$ cat config.mk
export PLATFORM = sky130hd
export DESIGN_NAME = rom_loader
export DESIGN_NICKNAME = d
export VERILOG_FILES = /design/src/rtl/rom_loader.sv
export SDC_FILE = /design/constraint.sdc
export NUM_CORES = 1
export LEC_CHECK = 0
export BUFFER_PORTS_ARGS = -buffer_cell sky130_fd_sc_hd__buf_2
export CORE_UTILIZATION = 60
export DETAILED_ROUTE_END_ITERATION = 8
export HOLD_SLACK_MARGIN = 0.08
export PLACE_DENSITY = 0.83
export SYNTH_ARGS = -nofsm -noshare
export SYNTH_HDL_FRONTEND = slang
export SYNTH_SLANG_ARGS = --single-unit
$ cat constraint.sdc
create_clock -name clk -period 5 [get_ports clk]
set_input_delay 0.25 -clock clk [delete_from_list [all_inputs] [get_ports clk]]
set_output_delay 0.25 -clock clk [all_outputs]
set_load 0.02 [all_outputs]
$ cat src/rtl/rom_loader.sv
// Writer side of the instruction ROM: assembles a little-endian byte stream
// (word-count header followed by program words) into 32-bit ROM writes.
module rom_loader #(
  parameter int ADDR_BITS = 12
) (
  input  logic                   clk,
  input  logic                   reset,
  input  logic                   start,
  input  logic [7:0]             in_data,
  input  logic                   in_valid,
  output logic                   in_ready,
  output logic                   wr_en,
  output logic [ADDR_BITS-1:0]   wr_address,
  output logic [31:0]            wr_data,
  output logic                   busy,
  output logic                   done,
  output logic                   error,
  output logic [ADDR_BITS-2:0]   word_count
);

  localparam logic [31:0] CAP = 32'd1 << (ADDR_BITS - 2);

  typedef enum logic [1:0] {
    S_LEN   = 2'd0,
    S_DATA  = 2'd1,
    S_DONE  = 2'd2,
    S_ERROR = 2'd3
  } state_e;

  state_e                 state_q, state_d;
  logic [1:0]             byte_idx_q, byte_idx_d;
  logic [31:0]            word_q, word_d;
  logic [31:0]            n_q, n_d;
  logic [ADDR_BITS-2:0]   word_count_q, word_count_d;
  logic                   wr_en_q, wr_en_d;
  logic [ADDR_BITS-1:0]   wr_address_q, wr_address_d;
  logic [31:0]            wr_data_q, wr_data_d;

  logic                   xfer_s;
  logic [31:0]            asm_word_s;
  logic [ADDR_BITS-2:0]   count_inc_s;

  // Bytes shift in from the top so byte 0 ends up in bits 7:0 after four transfers.
  assign in_ready    = (state_q == S_LEN) || (state_q == S_DATA);
  assign xfer_s      = in_valid && in_ready;
  assign asm_word_s  = {in_data, word_q[31:8]};
  assign count_inc_s = word_count_q + {{(ADDR_BITS-2){1'b0}}, 1'b1};

  always_comb begin
    state_d      = state_q;
    byte_idx_d   = byte_idx_q;
    word_d       = word_q;
    n_d          = n_q;
    word_count_d = word_count_q;
    wr_en_d      = 1'b0;
    wr_address_d = wr_address_q;
    wr_data_d    = wr_data_q;
    case (state_q)
      S_LEN: begin
        if (xfer_s) begin
          word_d     = asm_word_s;
          byte_idx_d = byte_idx_q + 2'd1;
          if (byte_idx_q == 2'd3) begin
            n_d = asm_word_s;
            if (asm_word_s == 32'd0) begin
              state_d = S_DONE;
            end else if (asm_word_s > CAP) begin
              state_d = S_ERROR;
            end else begin
              state_d = S_DATA;
            end
          end else begin
            state_d = S_LEN;
          end
        end else begin
          state_d = S_LEN;
        end
      end
      S_DATA: begin
        if (xfer_s) begin
          word_d     = asm_word_s;
          byte_idx_d = byte_idx_q + 2'd1;
          if (byte_idx_q == 2'd3) begin
            wr_en_d      = 1'b1;
            wr_data_d    = asm_word_s;
            wr_address_d = {word_count_q[ADDR_BITS-3:0], 2'b00};
            word_count_d = count_inc_s;
            // N <= CAP, so the incremented count never overflows its register.
            if ({{(33-ADDR_BITS){1'b0}}, count_inc_s} == n_q) begin
              state_d = S_DONE;
            end else begin
              state_d = S_DATA;
            end
          end else begin
            state_d = S_DATA;
          end
        end else begin
          state_d = S_DATA;
        end
      end
      S_DONE, S_ERROR: begin
        if (start) begin
          state_d      = S_LEN;
          byte_idx_d   = 2'd0;
          word_count_d = '0;
          n_d          = 32'd0;
        end else begin
          state_d = state_q;
        end
      end
      default: begin
        state_d = S_LEN;
      end
    endcase
  end

  always_ff @(posedge clk) begin
    if (reset) begin
      state_q      <= S_LEN;
      byte_idx_q   <= 2'd0;
      word_q       <= 32'd0;
      n_q          <= 32'd0;
      word_count_q <= '0;
      wr_en_q      <= 1'b0;
      wr_address_q <= '0;
      wr_data_q    <= 32'd0;
    end else begin
      state_q      <= state_d;
      byte_idx_q   <= byte_idx_d;
      word_q       <= word_d;
      n_q          <= n_d;
      word_count_q <= word_count_d;
      wr_en_q      <= wr_en_d;
      wr_address_q <= wr_address_d;
      wr_data_q    <= wr_data_d;
    end
  end

  assign wr_en      = wr_en_q;
  assign wr_address = wr_address_q;
  assign wr_data    = wr_data_q;
  assign word_count = word_count_q;
  assign busy       = (state_q == S_LEN) || (state_q == S_DATA);
  assign done       = (state_q == S_DONE);
  assign error      = (state_q == S_ERROR);

endmodule

# Yosys cells after proc, flatten, opt, wreduce, memory -nomap -nowiden
# Cells that the tools add are included.
# word_totals
regBits	122
in_bits	12
# classes
muxes	20
n_lt_le_gt_ge	1
bitwise_logic	2
n_addsub	2
eq_ne	11
reduce_logical	14
# ops
cell	n
two-way mux 32 bit	3
case mux 32 bit (2 select lines)	1
two-way mux 11 bit	3
== test 11 x 32 -> 1 bit	1
> comparator 32 x 11 -> 1 bit (second input constant)	1
zero test 32 bit	1
case mux 11 bit (2 select lines)	1
two-way mux 2 bit	9
adder 11 x 1 -> 11 bit (second input constant)	1
AND reduction 4 bit	2
== test 2 bit (second input constant)	3
!= test 2 x 1 -> 1 bit (second input constant)	3
!= test 2 bit (second input constant)	3
case mux 2 bit (3 select lines)	1
case mux 2 bit (2 select lines)	1
AND reduction 2 bit	2
nonzero test 2 bit	2
OR reduction 2 bit	2
AND reduction 3 bit	1
OR reduction 3 bit	1
adder 2 x 1 -> 2 bit (second input constant)	1
== test 2 x 1 -> 1 bit (second input constant)	1
zero test 2 bit	1
NOT 1 bit	2
3 further kinds	3

# Depth between registers and ports, before layout
# Gate-level depths: netlist of the first run.
# logic_depth
word_depth	6
depth_mapped	9
depth_no_buf	6

# Least setup slack after synthesis of the first run
# No wires, ideal clock.
# synth_timing
path_kind	reg-to-reg
startpoint	register word_count_q[0], in the netlist word_count[0]
endpoint	register state_q[0]
period_less_slack_ps	2009
path_stages_with_launch	8
required_time_ps	4867
arrival_time_ps	1876
setup_ps	133
setup_slack_ps	2991
path_cell_list	dfxtp_1 ha_1 clkbuf_1 nand3b_1 or3_1 a2111oi_0 o22a_1 a41oi_1
# synth_between
elab_chain_len	6
# synth_rtl
item	line	rtl
start: declaration	34	logic [ADDR_BITS-2:0] word_count_q, word_count_d;
start signal: assignment	132	word_count_q <= word_count_d;
adder 11 x 1 -> 11 bit	47	assign count_inc_s = word_count_q + {{(ADDR_BITS-2){1'b0}}, 1'b1};
== test 11 x 32 -> 1 bit	89	if ({{(33-ADDR_BITS){1'b0}}, count_inc_s} == n_q) begin
two-way mux 2 bit	89	
two-way mux 2 bit	83	if (byte_idx_q == 2'd3) begin
two-way mux 2 bit	80	if (xfer_s) begin
case mux 2 bit (3 select lines)	58	case (state_q)
end signal: assignment	128	state_q <= state_d;
end: declaration	30	state_e state_q, state_d;
# Every way passes these cells.
# A chain may end at the register's enable or synchronous reset.

# Worst setup path after layout of the first run
# layout_timing
startpoint	register state_q[1]
endpoint	register word_count_q[10], in the netlist word_count[10]
# layout_between
elab_chain_len	5
word_cells_on_any_way	13
# layout_rtl
item	line	rtl
== test 2 x 1 -> 1 bit or zero test 2 bit (tied branches)	44, 58	
logical OR 1 bit	44	assign in_ready = (state_q == S_LEN) || (state_q == S_DATA);
logical AND 1 bit	45	assign xfer_s = in_valid && in_ready;
!= test 2 bit (no line)	-	
AND reduction 4 bit (no line)	-	
# Several ways; a longest one is shown, not always the timed one.

==> results of run 1 <==
[critical path, cell delays in order, from the launching register on]
cell      delay (ns)
dfxtp_1         0.38
nor2b_1         0.14
buf_4           0.30
and3_1          0.58
buf_4           0.44
a41oi_1         0.19
a311oi_1        0.28
[cell type report]
cell class / count / share of cell area (%)
Clock buffer: 19 / 7.47
Clock inverter: 13 / 3.59
Inverter: 3 / 0.195
Multi-Input combinational cell: 454 / 38.8
Sequential cell: 114 / 39.5
Tap cell: 102 / 2.21
Timing Repair Buffer: 83 / 8.22
[report_power, final]
part           internal (W)  leakage [nW]  switching, W
Combinational     0.0000224         0.962     0.0000451
Sequential         0.000918         0.920     0.0000126
Clock              0.000872         0.300      0.000428
[final timing paths]
path                                  endpoint  cells after the start  slack, ns           from
worst min-delay path             byte_idx_q[0]                      4       0.15       in_valid
worst min register to register   wr_address[7]                      2       0.45  wr_address[7]
worst max-delay path            word_count[10]                      6       2.56     state_q[1]
worst max register to register  word_count[10]                      6       2.56     state_q[1]
[logic make-up after synthesis]
kind of cell               Yosys count  share of synthesized area [%]
and+or+nand+nor                    294                           27.5
DFF                                114                           48.1
xor gates and xnor gates            14                           2.58
AOI/OAI and AO/OA                  140                           16.1
adders and majority gates            2                          0.527
buffers and inverters               54                           4.69
other                                1                         0.0790
muxes                                2                          0.448
[registers in the layout, indices dropped and copies added (netlist names)]
signal,count
state_q,2
wr_address,10
word_q,24
wr_data,32
byte_idx_q,2
n_q,32
word_count,11
wr_en,1
[per-layer routing]
metal | vias up | track usage [%] | share of wire (%)
met1 | 2186 | 34.4 | 40
met2 | 174 | 50.8 | 52
li1 | 2223 | - | -
met3 | 29 | 9.72 | 5.8
met4 | 0 | 14.9 | 2.4
met5 | - | 0 | 0
[cell usage in the layout, fill, tap and decap left out, types with 2 or more instances in the layout]
| cell type | count |
|---|---|
| xor2_1 | 6 |
| and2_1 | 4 |
| o21ai_1 | 2 |
| nor4_1 | 10 |
| clkbuf_16 | 16 |
| clkbuf_8 | 2 |
| nor3_1 | 8 |
| bufinv_16 | 5 |
| or4_1 | 3 |
| and3b_1 | 2 |
| a41oi_1 | 3 |
| a31oi_1 | 2 |
| nor4b_1 | 3 |
| clkinvlp_4 | 4 |
| conb_1 | 2 |
| and4_1 | 2 |
| o31ai_1 | 2 |
| inv_1 | 3 |
| a21oi_1 | 110 |
| buf_2 | 68 |
| and3_1 | 3 |
| o21ai_0 | 7 |
| clkinv_2 | 2 |
| nor2_1 | 24 |
| nand2_1 | 180 |
| dlygate4sd3_1 | 9 |
| xnor2_1 | 8 |
| o211ai_1 | 2 |
| nand3_1 | 40 |
| ha_1 | 2 |
| a21boi_0 | 2 |
| or3_1 | 3 |
| nor2b_1 | 3 |
| buf_4 | 6 |
| dfxtp_1 | 114 |
| nand4_1 | 3 |
| a311oi_1 | 3 |
[what timing repair did]
| item | CTS | global route |
|---|---|---|
| hold endpoints to repair | 25 | 0 |
| setup buffers | 0 | 0 |
| resized for setup | 0 | 0 |
| hold buffers | 9 | 0 |
[stage by stage]
stage / instance area (µm²) / cells / util (%)
5_1_grt: 5780 / 788 / 75.2
3_5_place_dp: 5050 / 747 / 65.7
3_3_place_gp: 5050 / 747 / 65.7
2_1_floorplan: 4750 / 622 / -
4_1_cts: 5780 / 788 / 75.2
6_report: 5780 / 788 / 75.2
==> results.py, run 1 <==
metrics = {
    "synthesis": {
        "async_flop_share_pct": 0,
        "synth.ff_latch_count": 114,
        "synthTopCellsByArea": "dfxtp_1 48%, nand2_1 14%, a21oi_1 12%",
        "synth_ff_type": "dfxtp_1",
        "syn_avg_cell_area_um2": 7.64,
        "synthesis.area_um2": 4750,
        "netlist.area_leader.share_pct": 48.1,
        "synthCells": 621,
        "yosysTopAreaCell": "dfxtp_1",
        "synth_edf_count": 0,
        "yosysWarnings": 0,
        "synth.distinct_cells": 48,
        "synthTopCellsByCount": "180 x nand2_1, 114 x dfxtp_1, 110 x a21oi_1",
        "ys_seq_area_share_pct": 48.1,
        "yosysMostFrequentCell": "nand2_1",
    },
    "floorplanning": {
        "pin_count": 72,
        "core_area_um2": 7690,
        "die_w_um": 91.0,
        "start_util_pct": 61.8,
        "rows": 32,
        "dieArea_um2": 8270,
        "fp.dieH_um": 91.0,
    },
    "global_routing": {
        "antenna_found_initial": 0,
        "grt_pass1_wl_um": 19800,
        "grt.total_usage_pct": 30.2,
        "grt_start_max_net_pins": 114,
        "grt_pass1_vias": 4254,
        "overflow": 0,
    },
    "placed_design": {
        "place_congestion": 0.895,
        "port_buffers": 69,
        "dp_hpwl_um": 7410,
        "place_ws_ns": 2.56,
    },
    "clocking": {
        "clkLatencyLatePin_ns": 0.52,
        "cts_tree": "built",
        "clkSinkCount": 114,
        "clkTransAtPathRegs_ns": 0.06,
        "cts_buffers": 17,
        "cts_max_level": 4,
        "cts_root_buf": "clkbuf_8",
        "cts_buffer_depth": 2,
    },
    "finish": {
        "multiInputGateArea_um2": 2250,
        "antennaDiodeCount": 0,
        "syn_to_final_growth_pct": 21.8,
        "drive_gt1_share_pct": 15.6,
        "regArea_um2": 2280,
        "fillers": 567,
        "layout.nets": 687,
    },
    "status": {
        "outcome": "completed",
    },
    "drt": {
        "via_per_inst": 5.85,
        "drc": 0,
        "vias": 4612,
        "wl_per_cell_um": 15.3,
        "wirelength_um": 12000,
        "drtPass1Iterations": 5,
        "ant_nets": 0,
        "drt-initial-drc-count": 403,
    },
    "sta": {
        "fin_crit_sh_pct": 48.7,
        "fin_worst_skew_ns": 0.00598,
        "tightest_slew_ns": 1.14,
        "max_slew_margin_pct": 24.2,
        "tns_ns": 0,
        "timing.hold.ws_ns": 0.152,
        "hold_viol_final": 0,
        "setup_viol": 0,
        "fin_crit_ns": 2.44,
        "slew_violations": 0,
        "worst_slack_ns": 2.56,
        "rsz0062_at_grt": "no",
        "fmax_ghz": 0.410,
    },
    "power_and_ir_drop": {
        "total_power_w": 0.00230,
        "ir_drop_v": 0.000298,
        "p_leak_nw": 2.18,
        "powerDensity_nw_per_um2": 398,
    },
    "critical_path": {
        "crit_fanout": 34,
        "arrival_ns": 2.85,
        "cp-start-kind": "flip-flop",
        "crit_type": "reg -> reg",
        "cp.required_ns": 5.41,
        "end_kind": "flip-flop",
    },
    "min_path": {
        "hp-class": "in -> reg",
    },
    "run": {
        "max_cap_violations": 0,
    },
}
Power figures use the tool's default switching activity.
==> run 2, diff against run 1 <==
CORE_UTILIZATION = 56   (was 60)
PLACE_DENSITY = 0.79   (was 0.83)
clock period = 2.25 ns   (was 5 ns; I/O delays follow)
==> run 2 against run 1 <==
Effect of this change:
- total power increased by 110%
- final cell count increased by 2.2%
- global-route usage decreased by 0.078 points
- core utilization decreased by 4.1 points
- sequential share of layout area decreased by 0.41 points
- fmax increased by 21%
- non-clock buffer count increased by 14
- routed wire length increased by 3.6%
- setup slack got worse by 2.3 ns
- combinational power increased by 140%
- register-to-register slack got worse by 2.3 ns
- flip-flop and latch count unchanged
- highest routed layer unchanged
==> results.py, run 2 (synthesis results as in run 1) <==
metrics = {
    "finish": {
        "fin_area_um2": 5840,
        "layout.nets": 701,
        "syn_to_final_growth_pct": 23.1,
        "utilization_pct": 71.1,
        "finalNonFillerCells": 805,
        "antennaDiodeCount": 0,
        "drive_gt1_share_pct": 17.0,
        "mostFrequentLayoutCells": "180 x nand2_1, 114 x dfxtp_1, 110 x a21oi_1",
        "final_common_cell": "nand2_1",
        "fillers": 662,
    },
    "sta": {
        "fmax_ghz": 0.496,
        "hold_viol_final": 0,
        "tns_ns": 0,
        "max_slew_margin_pct": 65.6,
        "fin_crit_sh_pct": 89.6,
        "setup_viol": 0,
        "tightest_slew_ns": 0.516,
        "rsz0062_at_grt": "no",
        "fin_crit_ns": 2.02,
        "fin_worst_skew_ns": 0.00539,
        "slew_violations": 0,
        "timing.hold.ws_ns": 0.429,
    },
    "drt": {
        "via_per_inst": 5.80,
        "wl_per_cell_um": 15.5,
        "drt-initial-drc-count": 348,
        "wirelength_um": 12500,
        "vias": 4671,
        "ant_nets": 0,
        "drc": 0,
        "drtPass1Iterations": 6,
    },
    "critical_path": {
        "crit_fanout": 9,
        "r2r_setup_slack_ns": 0.23,
        "r2r-end": "state_q[1]",
        "crit_end": "state_q[1]",
        "cp-start-kind": "flip-flop",
        "end_kind": "flip-flop",
        "critPathLaunch": "word_count[4]",
        "cp.required_ns": 2.66,
        "worst_r2r_path_depth": 5,
        "arrival_ns": 2.43,
        "r2r_start": "word_count[4]",
        "crit_type": "reg -> reg",
    },
    "power_and_ir_drop": {
        "swShare_pct": 22.4,
        "seqPwrFrac_pct": 42.7,
        "internal_power_w": 0.00376,
        "ir_drop_v": 0.000537,
        "powerDensity_nw_per_um2": 830,
        "combPwrFrac_pct": 3.3,
        "netSwitchingPower_w": 0.00109,
        "p_leak_nw": 2.23,
        "clkPwrFrac_pct": 54.0,
    },
    "clocking": {
        "cts_max_level": 4,
        "clkLatencyLatePin_ns": 0.52,
        "post_cts_resized": 0,
        "clkSinkCount": 114,
        "hold_buffers": 11,
        "cts_buffers": 17,
        "clkTransAtPathRegs_ns": 0.06,
        "cts_root_buf": "clkbuf_8",
        "cts_tree": "built",
        "post-cts-setup-buffers": 0,
        "cts_buffer_depth": 2,
    },
    "floorplanning": {
        "die_w_um": 94.1,
        "rows": 33,
        "core_area_um2": 8220,
        "pin_count": 72,
        "fp.dieH_um": 94.1,
        "start_util_pct": 57.8,
        "dieArea_um2": 8850,
    },
    "placed_design": {
        "port_buffers": 69,
        "place_congestion": 0.863,
        "dp_hpwl_um": 8140,
        "dp.cells": 762,
        "placed_cell_area_um2": 5150,
    },
    "global_routing": {
        "grt_pass1_wl_um": 20500,
        "grt_pass1_vias": 4315,
        "grt.total_usage_pct": 30.1,
        "overflow": 0,
        "grt_start_max_net_pins": 50,
        "antenna_found_initial": 0,
    },
    "run": {
        "max_cap_violations": 0,
    },
    "min_path": {
        "hp-class": "in -> reg",
        "min_from": "in_data[3]",
    },
    "status": {
        "outcome": "completed",
    },
}
run 2: layout make-up:
type / count / area, µm² / area share [%]
clock buffers: 21 / 459 / 7.86
clock inverters: 11 / 126 / 2.16
inverters: 3 / 11.3 / 0.193
multi-input cells: 454 / 2250 / 38.4
flip-flops and latches: 114 / 2280 / 39.1
well taps: 105 / 131 / 2.25
repair buffers: 97 / 586 / 10.0
run 2: metal layers:
metal	global-route usage (%)	vias up	wire length, µm
li1	-	2255	-
met1	38.0	2192	5310
met2	49.1	188	6000
met3	8.50	36	863
met4	10.0	0	294
met5	0	-	0
run 2: power groups by stage:
stage / sequential [W] / clock [W] / combinational (W)
6_report: 0.00207 / 0.00262 / 0.000161
5_1_grt: 0.00207 / 0.00274 / 0.000176
4_1_cts: 0.00207 / 0.00264 / 0.000157
2_1_floorplan: 0.00210 / 0 / 0.000100
3_5_place_dp: 0.00211 / 0 / 0.000140
3_3_place_gp: 0.00211 / 0 / 0.000136
run 2: worst min path at each step:
stage,to,slack [ns],depth (start not counted)
after CTS,n_q[30],0.41,4
after detailed placement,n_q[25],0.40,3
after floorplan,word_q[28],0.25,2
after global placement,n_q[25],0.39,3
after global routing,n_q[29],0.45,4
final,n_q[27],0.43,4
run 2: stage by stage:
| step | total power (W) | setup slack (ns) |
|---|---|---|
| after floorplan | 0.00220 | 0.241 |
| after global placement | 0.00225 | 0.338 |
| final | 0.00485 | 0.234 |
| after detailed placement | 0.00225 | 0.267 |
| after global routing | 0.00499 | 0.0454 |
| after CTS | 0.00486 | 0.233 |
run 2: worst max-delay path, cell delays in order, from the launching register on:
cell and delay [ns]:
dfxtp_1 0.48, nand4_1 0.36, nor3_1 0.51, mux2i_1 0.14, o22a_1 0.23, a41o_1 0.18
